### src/rtl/uart_pkg.sv
// ==========================================================================
// uart_pkg : shared UART widths, baud constants and capture-FSM state type
// Rev 1.0
// ==========================================================================
`default_nettype none
`timescale 1ns/1ps

package uart_pkg;

   localparam int UART_DW           = 8;
   localparam int UART_CLK_HZ       = 50_000_000;
   localparam int UART_BAUD         = 115_200;
   localparam int UART_CLKS_PER_BIT = UART_CLK_HZ / UART_BAUD;
   localparam int UART_OVF_CNT_W    = 8;

   typedef enum logic [0:0] {
      IDLE = 1'b0,
      ACK  = 1'b1
   } rx_cap_state_t;

   // Saturating increment used by the dropped-byte counter.
   function automatic logic [UART_OVF_CNT_W-1:0] sat_inc(input logic [UART_OVF_CNT_W-1:0] v);
      return (v == {UART_OVF_CNT_W{1'b1}}) ? v : v + UART_OVF_CNT_W'(1);
   endfunction

endpackage : uart_pkg

`default_nettype wire

### src/rtl/uart_sync_fifo.sv
// ==========================================================================
// uart_sync_fifo : single-clock FWFT FIFO, storage + wrapping pointers
// Rev 1.0
// ==========================================================================
`default_nettype none
`timescale 1ns/1ps

module uart_sync_fifo #(
   parameter int DEPTH = 16,
   parameter int DW    = 8
) (
   input  logic                       clk_50m,
   input  logic                       rst,
   input  logic                       push,
   input  logic [DW-1:0]              din,
   input  logic                       pop,
   output logic [DW-1:0]              dout,
   output logic                       empty,
   output logic                       full,
   output logic [$clog2(DEPTH+1)-1:0] level
);

   localparam int c_aw = $clog2(DEPTH);
   localparam int c_lw = $clog2(DEPTH+1);
   localparam logic [c_lw-1:0] c_full_level = c_lw'(DEPTH);

   logic [DW-1:0]   r_mem [DEPTH];
   logic [c_aw-1:0] r_wr_ptr;
   logic [c_aw-1:0] r_rd_ptr;
   logic [c_lw-1:0] r_level;
   logic            w_do_push;
   logic            w_do_pop;

   // A push at full is still accepted when a pop frees the head slot this cycle.
   assign w_do_pop  = pop && (r_level != '0);
   assign w_do_push = push && ((r_level != c_full_level) || w_do_pop);

   always_ff @(posedge clk_50m) begin
      if (w_do_push) begin
         r_mem[r_wr_ptr] <= din;
      end
   end

   always_ff @(posedge clk_50m or posedge rst) begin
      if (rst) begin
         r_wr_ptr <= '0;
         r_rd_ptr <= '0;
         r_level  <= '0;
      end else begin
         if (w_do_push) begin
            r_wr_ptr <= r_wr_ptr + c_aw'(1);
         end
         if (w_do_pop) begin
            r_rd_ptr <= r_rd_ptr + c_aw'(1);
         end
         if (w_do_push && !w_do_pop) begin
            r_level <= r_level + c_lw'(1);
         end else if (w_do_pop && !w_do_push) begin
            r_level <= r_level - c_lw'(1);
         end
      end
   end

   assign dout  = r_mem[r_rd_ptr];
   assign empty = (r_level == '0);
   assign full  = (r_level == c_full_level);
   assign level = r_level;

endmodule : uart_sync_fifo

`default_nettype wire

### src/rtl/uart_rx_fifo.sv
// ==========================================================================
// uart_rx_fifo : receiver byte-ready handshake feeding a FIFO, overflow flags
// Option: UART_RX_OVF_COUNT_EN adds a saturating dropped-byte counter. Rev 1.0
// ==========================================================================
`default_nettype none
`timescale 1ns/1ps

module uart_rx_fifo
   import uart_pkg::*;
#(
   parameter int DEPTH = 16,
   parameter int DW    = UART_DW
) (
   input  logic                       clk_50m,
   input  logic                       rst,
   input  logic                       rx_rdy,
   input  logic [DW-1:0]              rx_dout,
   output logic                       rdy_clr,
   input  logic                       rd_en,
   output logic [DW-1:0]              rd_data,
   output logic                       empty,
   output logic                       full,
   output logic [$clog2(DEPTH+1)-1:0] level,
   output logic                       ovf,
   input  logic                       ovf_clr,
   output logic [7:0]                 ovf_count
);

   rx_cap_state_t r_state;
   logic          r_rdy_clr;
   logic          r_ovf;
   logic          w_push;
   logic          w_drop;
   logic          w_full;

   assign w_push = (r_state == IDLE) && rx_rdy;
   assign w_drop = w_push && w_full && !rd_en;

   // rdy_clr is registered alongside the state so it tracks ACK exactly.
   always_ff @(posedge clk_50m or posedge rst) begin
      if (rst) begin
         r_state   <= IDLE;
         r_rdy_clr <= 1'b0;
      end else begin
         case (r_state)
            IDLE: begin
               if (rx_rdy) begin
                  r_state   <= ACK;
                  r_rdy_clr <= 1'b1;
               end
            end
            ACK: begin
               if (!rx_rdy) begin
                  r_state   <= IDLE;
                  r_rdy_clr <= 1'b0;
               end
            end
            default: begin
               r_state   <= IDLE;
               r_rdy_clr <= 1'b0;
            end
         endcase
      end
   end

   always_ff @(posedge clk_50m or posedge rst) begin
      if (rst) begin
         r_ovf <= 1'b0;
      end else if (w_drop) begin
         r_ovf <= 1'b1;
      end else if (ovf_clr) begin
         r_ovf <= 1'b0;
      end
   end

`ifdef UART_RX_OVF_COUNT_EN
   logic [7:0] r_ovf_count;

   always_ff @(posedge clk_50m or posedge rst) begin
      if (rst) begin
         r_ovf_count <= '0;
      end else if (w_drop) begin
         r_ovf_count <= sat_inc(r_ovf_count);
      end else if (ovf_clr) begin
         r_ovf_count <= '0;
      end
   end

   assign ovf_count = r_ovf_count;
`else
   assign ovf_count = 8'd0;
`endif

   uart_sync_fifo #(
      .DEPTH (DEPTH),
      .DW    (DW)
   ) u_fifo (
      .clk_50m (clk_50m),
      .rst     (rst),
      .push    (w_push),
      .din     (rx_dout),
      .pop     (rd_en),
      .dout    (rd_data),
      .empty   (empty),
      .full    (w_full),
      .level   (level)
   );

   assign full    = w_full;
   assign rdy_clr = r_rdy_clr;
   assign ovf     = r_ovf;

endmodule : uart_rx_fifo

`default_nettype wire

### config.mk
export PLATFORM = sky130hd
export DESIGN_NAME = uart_rx_fifo
export DESIGN_NICKNAME = d
export VERILOG_FILES = /design/src/rtl/uart_pkg.sv /design/src/rtl/uart_sync_fifo.sv /design/src/rtl/uart_rx_fifo.sv
export SDC_FILE = /design/constraint.sdc
export NUM_CORES = 1
export LEC_CHECK = 0
export CAP_MARGIN = 15
export CORE_AREA = 2 2 113 104
export DETAILED_ROUTE_END_ITERATION = 10
export DIE_AREA = 0 0 115 106
export HOLD_SLACK_MARGIN = 0.06
export PLACE_DENSITY = 0.74
export RECOVER_POWER = 25
export SYNTH_ARGS = -nofsm -noshare
export SYNTH_HDL_FRONTEND = slang
export SYNTH_SLANG_ARGS = --single-unit
### constraint.sdc
create_clock -name clk_50m -period 4.56 [get_ports clk_50m]
set_clock_uncertainty 0.1 [all_clocks]
set_input_delay 0.912 -clock clk_50m [delete_from_list [all_inputs] [get_ports clk_50m]]
set_output_delay 0.912 -clock clk_50m [all_outputs]
set_load 0.01 [all_outputs]
; After elaboration in Yosys (flattened, before gate mapping)
; Memory sizes are Yosys's and may differ from the RTL's.
; Index checks and enable logic that the tools add are counted.
[word_totals]
register_bits = 16
ramBits = 128
in_bits = 13
output_inout_bits = 25
word_cells = 42
mem_count = 1
[classes]
addsub = 4
n_eq_ne = 4
n_mux = 10
n_bitwise = 1
reduce_logical = 16
[mem_list]
columns = name, words, word_bits, rd, rd_ports_with_merged_regs, wr, line
row1 = u_fifo.r_mem, 16, 8, 1, 0, 1, uart_sync_fifo.sv:27  ; logic [DW-1:0] r_mem [DEPTH];
[ops]
columns = op, count
row1 = 5-bit two-way mux, 2
row2 = 4-bit by 1-bit adder with 4-bit output (second input constant), 2
row3 = 1-bit logical AND, 7
row4 = 1-bit two-way mux, 7
row5 = 5-bit by 1-bit adder with 5-bit output (second input constant), 1
row6 = 5-bit == test (second input constant), 1
row7 = 5-bit zero test, 1
row8 = 5-bit != test (second input constant), 1
row9 = 5-bit nonzero test, 1
row10 = 5-bit by 1-bit subtractor with 5-bit output (second input constant), 1
row11 = 2-bit != test (second input constant), 2
row12 = 2-bit nonzero test, 2
row13 = 1-bit zero test, 3
row14 = 1-bit case mux with 2 select lines, 1
row15 = 2-bit AND reduction, 1
row16 = 1-bit logical OR, 1
row17 = 1-bit inverter, 1

; Depth between registers and ports, before layout
; Gate-level depths: netlist (run 1).
[logic_depth]
depth_word = 8
ltp_mapped = 11
ltp_nobuf = 11

; By module
; Synthesis (run 1) repeated with hierarchy kept, for this count alone.
[hier_totals]
hier_cells = 339
area_unflattened_um2 = 5928.2
[modules_own_cells]
columns = mod, instances, cells_per_inst, area_per_inst_um2, seq_area_each_um2
row1 = uart_sync_fifo, 1, 320, 5740.5, 4169.0
row2 = uart_rx_fifo, 1, 19, 187.7, 75.1

; Worst setup path before layout (run 1)
; Ideal clock, no wire load.
[synth_path]
path_kind = input -> register
from = input port rx_rdy
to = register u_fifo.r_level[4], in the netlist u_fifo.level[4]
setup_ns = 0.080
arrival_ns = 2.594
required_ns = 4.380
slack_ns = 1.786
stages = 10
n_path_buf = 1
path_cell_list = ha_1 -> o21a_1 -> buf_2 -> ha_1 -> inv_1 -> ha_1 -> a21o_1 -> a21oi_1 -> mux2i_1 -> xnor2_1
[synth_via]
elab_chain_len = 5
word_cells_on_any_way = 7
classes_between = 1 x mux / 6 x reduce/logical
[synth_lines]
columns = element, line
row1 = "start, declared", uart_rx_fifo.sv:16  ; input logic rx_rdy,
row2 = 1-bit logical AND *, uart_rx_fifo.sv:36  ; assign w_push = (r_state == IDLE) && rx_rdy;
row3 = 1-bit logical AND *, uart_sync_fifo.sv:36  ; assign w_do_push = push && ((r_level != c_full_level) || w_do_pop);
row4 = net u_fifo.w_do_push, uart_sync_fifo.sv:31  ; logic w_do_push;
row5 = 1-bit zero test, uart_sync_fifo.sv:58  ; end else if (w_do_pop && !w_do_push) begin
row6 = 1-bit logical AND, uart_sync_fifo.sv:58
row7 = 2-bit nonzero test (no line), --
row8 = "end signal, assigned", uart_sync_fifo.sv:57  ; r_level <= r_level + c_lw'(1);
row9 = "end signal, assigned", uart_sync_fifo.sv:59  ; r_level <= r_level - c_lw'(1);
row10 = "end, declared", uart_sync_fifo.sv:30  ; logic [c_lw-1:0] r_level;
; The timed path passes the listed nets; every way through them passes the cells marked *.
; A chain may end at the register's enable or synchronous reset.

; Worst setup path after layout (run 1)
[layout_path]
from = register u_fifo.r_rd_ptr[0]
to = output port rd_data[6]
[layout_via]
elab_chain_len = 1
[layout_lines]
columns = element, line
row1 = "start, declared", uart_sync_fifo.sv:29  ; logic [c_aw-1:0] r_rd_ptr;
row2 = "start signal, assigned", uart_sync_fifo.sv:54  ; r_rd_ptr <= r_rd_ptr + c_aw'(1);
row3 = memory 16 x 8 bit, --
row4 = "end, declared", uart_rx_fifo.sv:20  ; output logic [DW-1:0] rd_data,
; Every way passes these cells.

==> results.tsv, run 1 <==
stage	metric	value	unit
clocking	htree_levels	4	
sta	setup_viol	0	
placed_design	gp_congestion	0.772	
finish	final_cell_mix	edfxtp_1 (128), mux2i_1 (26), nand2_1 (23)	
floorplan	row_count	37	
logic_synthesis	synth_edf_count	128	
clocking	clk_latency	410	ps
clocking	postCtsSetupRepairBufs	0	
clocking	cts_root_buffer	clkbuf_16	
routing	vias	3081	
routing	totalWireLength	10900	um
logic_synthesis	yosysTopAreaCellShare	0.644	
sta	min_period	3720	ps
logic_synthesis	ys_top_cells_by_area	edfxtp_1 (64%), dfrtp_1 (6.7%), mux4_2 (6.0%), mux2i_1 (4.4%), ha_1 (2.3%)	
floorplan	io_pins	38	
floorplan	dieWidth	115	um
floorplan	dieArea	12200	sq um
finish	final_layout_size_suffix_gt1_frac	0.162	
logic_synthesis	async_flop_share	0.111	
clocking	clock-sinks	144	
clocking	clk_pin_slew	60	ps
sta	setup-tns-final	0	ps
job	cap_viol_max_count	0	
clocking	ctsResizeCount	0	
global_route	antenna_found_initial	0	
worst_setup_path	crit_fanout	37	
placed_design	port_buffers	29	
routing	drc	0	
routing	drt-vias-per-instance	5.67	
logic_synthesis	yosysTopAreaCell	edfxtp_1	
run_status	status	completed	
power	ir_worst_vdd	0.000284	V
routing	drt-pass1-iter-count	5	
logic_synthesis	syn_area	5970	sq um
sta	final-hold-violation-count	0	
clocking	cts_tree	yes	
global_route	track_usage	0.193	
logic_synthesis	synth_area_per_cell	16.8	sq um
worst_setup_path	cp-end-kind	output pin	
logic_synthesis	ys_types	37	
sta	tightest_slew	876	ps
global_route	grt_max_degree	38	
clocking	cts.path.max_buffers	2	
finish	instances_no_fill	543	
floorplan	initial_core_util	0.537	
clocking	cts_hold_buf	0	
worst_setup_path	arrival	2710	ps
power	power.density	636	nW/um^2
placed_design	dp.cells	511	
sta	rsz0062_at_grt	no	
routing	ant_nets	0	
finish	final_common_cell	edfxtp_1	
power	leakagePower	2.45	nW
logic_synthesis	synth-seq-area-share	0.711	
logic_synthesis	ys_warn_count	0	
placed_design	dpl.hpwl	6910	um
floorplan	coreArea	11100	sq um
global_route	grt_overflow_total	0	
worst_setup_path	cp-start-kind	flip-flop	
routing	drt_iter0_markers	219	
finish	final_nets	419	
sta	maxSlewHeadroom	0.414	
sta	drv_slew	0	
logic_synthesis	synth_ff_type	edfxtp_1	
worst_setup_path	cp_data_required_time	3550	ps
finish	utilization	0.625	
global_route	grt_pass1_wl	17200	um
clocking	cts_made_buffers	17	
worst_setup_path	criticalPathCategory	reg2out	
sta	fmax	0.269	GHz
logic_synthesis	synth-seq-cells	144	
floorplan	die_height	106	um
routing	wl_per_cell	20.1	um
sta	min_period_over_period	0.816	
finish	synthToLayoutAreaGrowth	16.3	%
global_route	grt_pass1_vias	3112	
hold_path	hold_path.class	reg2reg	
finish	diodes	0	
logic_synthesis	syn_inst	356	
-- cell families after synthesis --
family | after synthesis | synth area share
AO/OA/AOI/OAI | 49 | 0.0509
XOR/XNOR | 10 | 0.0147
adder cells (fa/ha/maj) | 12 | 0.0264
buffers and inverters | 37 | 0.0384
flip-flops | 144 | 0.711
multiplexers | 50 | 0.119
other | 1 | 0.000628
AND/OR/NAND/NOR | 53 | 0.0390
-- cell type report --
cell class	count	area (sq um)
sequential	144	4250
fill	757	4170
multi-input combinational	182	1520
clock buffer	19	433
timing repair buffer	37	350
clock inverter	13	179
tap	136	170
inverter	12	45.0
-- cell usage after synthesis, types with 2 or more instances --
cell and instances:
clkbuf_1 4, nor3_1 4, xnor2_1 9, buf_1 2, nand3_1 2, buf_4 8, o21ai_0 20, nand2b_1 2
ha_1 11, buf_6 5, a221oi_1 8, nor2_1 14, mux4_2 16, nor2b_1 2, mux2_2 8, a21oi_1 10
mux2i_1 26, inv_1 11, buf_2 5, edfxtp_1 128, dfrtp_1 16, nand2_1 23, a22oi_1 8
-- routing by layer --
layer,vias to the layer above,wire length (um),track usage
met4,0,110,0.0645
li1,1429,-,-
met2,103,5240,0.289
met1,1536,4930,0.282
met3,13,607,0.0445
met5,-,0,0
-- flip-flops by register name, summed over array words and instances, names as in the netlist --
signal,count
u_fifo.r_mem,128
r_state,1
u_fifo.r_wr_ptr,4
u_fifo.level,5
ovf,1
rdy_clr,1
u_fifo.r_rd_ptr,4
-- worst max-delay path: stages, from the launching register on --
cell and delay, ps:
dfrtp_2 350, buf_4 480, mux2_2 390, o21ai_0 190
a21oi_1 130, o21ai_0 190, nand2_1 70, clkdlybuf4s50_1 470
-- per-stage QoR --
step	hold slack [ps]	setup slack, ps	power, mW	cell area (sq um)
final	384	837	4.42	6950
after global routing	415	677	4.63	6950
after CTS	388	823	4.44	6950
after detailed placement	376	1060	3.03	6330
after global placement	352	1160	2.99	6330
after floorplan	335	1790	2.61	6000
-- where the power goes --
| group | leakage (nW) | internal [mW] | switching (mW) |
|---|---|---|---|
| combinational | 0.810 | 0.630 | 0.688 |
| clock | 0.295 | 0.873 | 0.536 |
| sequential | 1.34 | 1.56 | 0.130 |
| total | 2.45 | 3.06 | 1.35 |
-- final timing paths --
kind                                         start            endpoint  slack, ps  cells after the start
min in group asynchronous                      rst             r_state        930                      2
worst min-delay path                       r_state             rdy_clr        380                      1
worst min register to register             r_state             rdy_clr        380                      1
worst max-delay path            u_fifo.r_rd_ptr[0]          rd_data[6]        840                      7
max in group asynchronous                      rst  u_fifo.r_rd_ptr[0]       2970                      2
worst max register to register     u_fifo.level[2]     u_fifo.level[4]       1740                     11
(Power assumes the default switching activity.)
==> run 2: changes to the inputs <==
--- a/config.mk
+++ b/config.mk
@@ -6,11 +6,11 @@
 export NUM_CORES = 1
 export LEC_CHECK = 0
 export CAP_MARGIN = 15
-export CORE_AREA = 2 2 113 104
+export CORE_AREA = 2 2 115 106
 export DETAILED_ROUTE_END_ITERATION = 10
-export DIE_AREA = 0 0 115 106
+export DIE_AREA = 0 0 117 108
 export HOLD_SLACK_MARGIN = 0.06
-export PLACE_DENSITY = 0.74
+export PLACE_DENSITY = 0.75
 export RECOVER_POWER = 25
 export SYNTH_ARGS = -nofsm -noshare
 export SYNTH_HDL_FRONTEND = slang
==> constraint.sdc (replaced) <==
create_clock -name clk_50m -period 3.1 [get_ports clk_50m]
set_clock_uncertainty 0.1 [all_clocks]
set_input_delay 0.62 -clock clk_50m [delete_from_list [all_inputs] [get_ports clk_50m]]
set_output_delay 0.62 -clock clk_50m [all_outputs]
set_load 0.01 [all_outputs]
==> run 2 against run 1 <==
  * Hold slack worse by 12 ps
  * Die area grew 3.7%
  * Combinational power is 73% higher
  * Core utilization rose by 2.1 points
  * Worst setup slack worse by 770 ps
  * Via count increased by 5.8%
  * Power rose by 55%
  * Clock-buffer cell count down 2
==> results.tsv, run 2 (synthesis results as in run 1) <==
stage	metric	value	unit	change
global_route	track_usage	0.201		was 0.193
floorplan	io_pins	38		unchanged
clocking	clk_pin_slew	60	ps	about the same
routing	totalWireLength	11800	um	was 10900 um
sta	tightest_slew	617	ps	was 876 ps
worst_setup_path	cp-end-kind	output pin		unchanged
floorplan	row_count	37		unchanged
finish	top_register	u_fifo.r_mem		unchanged
worst_setup_path	r2r_cells	11		unchanged
clocking	cts_root_buffer	clkbuf_16		unchanged
worst_setup_path	critPathLaunch	u_fifo.r_rd_ptr[0]		unchanged
floorplan	dieArea	12600	sq um	was 12200 sq um
sta	final-hold-violation-count	0		unchanged
floorplan	initial_core_util	0.526		was 0.537
finish	fillers	767		was 757
placed_design	place_area	6500	sq um	was 6330 sq um
clocking	clock-sinks	144		unchanged
power	power_frac_comb	0.336		was 0.298
sta	setup-tns-final	0	ps	unchanged
global_route	grt_max_degree	21		was 38
power	seq_power_share	0.364		was 0.383
routing	drc	0		unchanged
sta	fmax	0.330	GHz	
power	ir_worst_vdd	0.000544	V	was 0.000284 V
clocking	cts.path.max_buffers	2		unchanged
worst_setup_path	rr_startpoint	u_fifo.level[2]		unchanged
power	leakagePower	2.67	nW	was 2.45 nW
global_route	grt_overflow_total	0		unchanged
finish	synthToLayoutAreaGrowth	22.7	%	was 16.3%
routing	top_layer_used	met4		unchanged
sta	holdWs	371	ps	was 384 ps
global_route	grt_pass1_vias	3238		was 3112
routing	vias	3261		was 3081
clocking	htree_levels	4		unchanged
finish	final_layout_size_suffix_gt1_frac	0.264		was 0.162
finish	final_cell_mix	edfxtp_1 (128), buf_4 (37), mux2i_1 (26)		was edfxtp_1 (128), mux2i_1 (26), nand2_1 (23)
finish	diodes	0		unchanged
worst_setup_path	crit_fanout	9		was 37
sta	maxSlewHeadroom	0.588		was 0.414
worst_setup_path	reg2reg_slack	300	ps	was 1740 ps
power	switching_share	0.319		was 0.307
job	cap_viol_max_count	0		unchanged
floorplan	die_height	108	um	was 106 um
global_route	grt_pass1_wl	18200	um	was 17200 um
routing	drt-vias-per-instance	5.47		was 5.67
routing	drt_iter0_markers	302		was 219
placed_design	dpl.hpwl	7430	um	was 6910 um
power	intPower	4.65	mW	was 3.06 mW
worst_setup_path	worstSetupEndpoint	rd_data[2]		was rd_data[6]
routing	wl_met2	5850	um	was 5240 um
placed_design	gp_congestion	0.835		was 0.772
run_status	status	completed		unchanged
clocking	cts_tree	yes		unchanged
routing	met3WireLength	746	um	was 607 um
routing	drt-pass1-iter-count	5		unchanged
routing	wl_per_cell	19.7	um	was 20.1 um
worst_setup_path	cp_data_required_time	2380	ps	was 3550 ps
sta	min_period_over_period	0.979		
worst_setup_path	r2r-end	u_fifo.level[4]		unchanged
power	power.clock.fraction	0.300		was 0.319
sta	rsz0062_at_grt	yes		was no
worst_setup_path	criticalPathCategory	reg2out		unchanged
power	power.density	932	nW/um^2	was 636 nW/um^2
global_route	antenna_found_initial	0		unchanged
sta	drv_slew	0		unchanged
worst_setup_path	arrival	2310	ps	was 2710 ps
finish	largest_register_ffs	128		unchanged
clocking	cts_hold_buf	0		unchanged
clocking	cts_made_buffers	17		unchanged
routing	met1_length	4970	um	was 4930 um
finish	final_common_cell	edfxtp_1		unchanged
floorplan	dieWidth	117	um	was 115 um
hold_path	hold_path.class	reg2reg		unchanged
finish	final_nets	452		was 419
worst_setup_path	cp-start-kind	flip-flop		unchanged
clocking	clk_latency	420	ps	was 410 ps
floorplan	coreArea	11300	sq um	was 11100 sq um
routing	ant_nets	0		unchanged
finish	final_cell_area	7320	sq um	was 6950 sq um
power	p_switching	2.18	mW	was 1.35 mW
placed_design	port_buffers	29		unchanged
sta	setup_viol	0		unchanged
sta	min_period	3030	ps	
-- run 2: cell count changes in the layout (fill, tap and decap cells not counted), sizes merged --
| cell | delta |
|---|---|
| clkbuf | -1 |
| clkdlybuf4s50 | -8 |
| bufinv | -1 |
| inv | +5 |
| clkinv | -1 |
| buf | +32 |
| dlygate4sd2 | +8 |
| clkinvlp | -1 |
-- run 2: layer usage --
layer | global-route usage | vias to the layer above
met5 | 0 | -
met4 | 0.0748 | 0
met3 | 0.0527 | 21
met2 | 0.315 | 123
met1 | 0.276 | 1628
li1 | - | 1489
-- run 2: timing repair --
action,CTS,global route
hold endpoints to repair,0,0
pin swaps,5,1
gates resized for setup,27,8
setup endpoints to repair,8,4
gates cloned,0,1
setup buffers,8,8
-- run 2: worst min-delay path by stage --
stage | from | to | slack [ps] | cells after the start
2_1_floorplan | r_state | rdy_clr | 340 | 1
6_report | r_state | rdy_clr | 370 | 1
3_5_place_dp | r_state | rdy_clr | 360 | 1
3_3_place_gp | r_state | rdy_clr | 350 | 1
4_1_cts | r_state | rdy_clr | 380 | 1
5_1_grt | r_state | rdy_clr | 420 | 1
-- run 2: layout make-up --
cell class | count | area [sq um] | share of cell area
Timing Repair Buffer | 70 | 634 | 0.0866
Clock buffer | 17 | 425 | 0.0581
Clock inverter | 15 | 173 | 0.0236
Tap cell | 156 | 195 | 0.0267
Multi-Input combinational cell | 182 | 1600 | 0.219
Inverter | 12 | 45.0 | 0.00615
Sequential cell | 144 | 4250 | 0.580
-- run 2: power groups by stage --
stage	Combinational [mW]	Sequential [mW]	Clock [mW]
6_report	2.29	2.49	2.05
5_1_grt	2.47	2.51	2.15
4_1_cts	2.13	2.48	2.07
3_5_place_dp	2.00	2.51	0
3_3_place_gp	1.95	2.51	0
2_1_floorplan	1.41	2.43	0
-- run 2: stage by stage --
step                      std cells  setup slack [ps]   util  total power [mW]
after floorplan                 363               391      -              3.84
after global placement          547               225  0.573              4.46
after detailed placement        547              90.7  0.573              4.51
after CTS                       587              36.9  0.636              6.67
after global routing            596             -36.8  0.646              7.13
final                           596              65.8  0.646              6.83
-- run 2: critical path: stages, from the launching register on --
cell	delay, ps
dfrtp_2	460
buf_12	160
buf_4	140
buf_4	130
buf_4	130
mux2i_1	200
a21oi_1	130
a22oi_1	190
nand2_1	60
dlygate4sd2_1	280
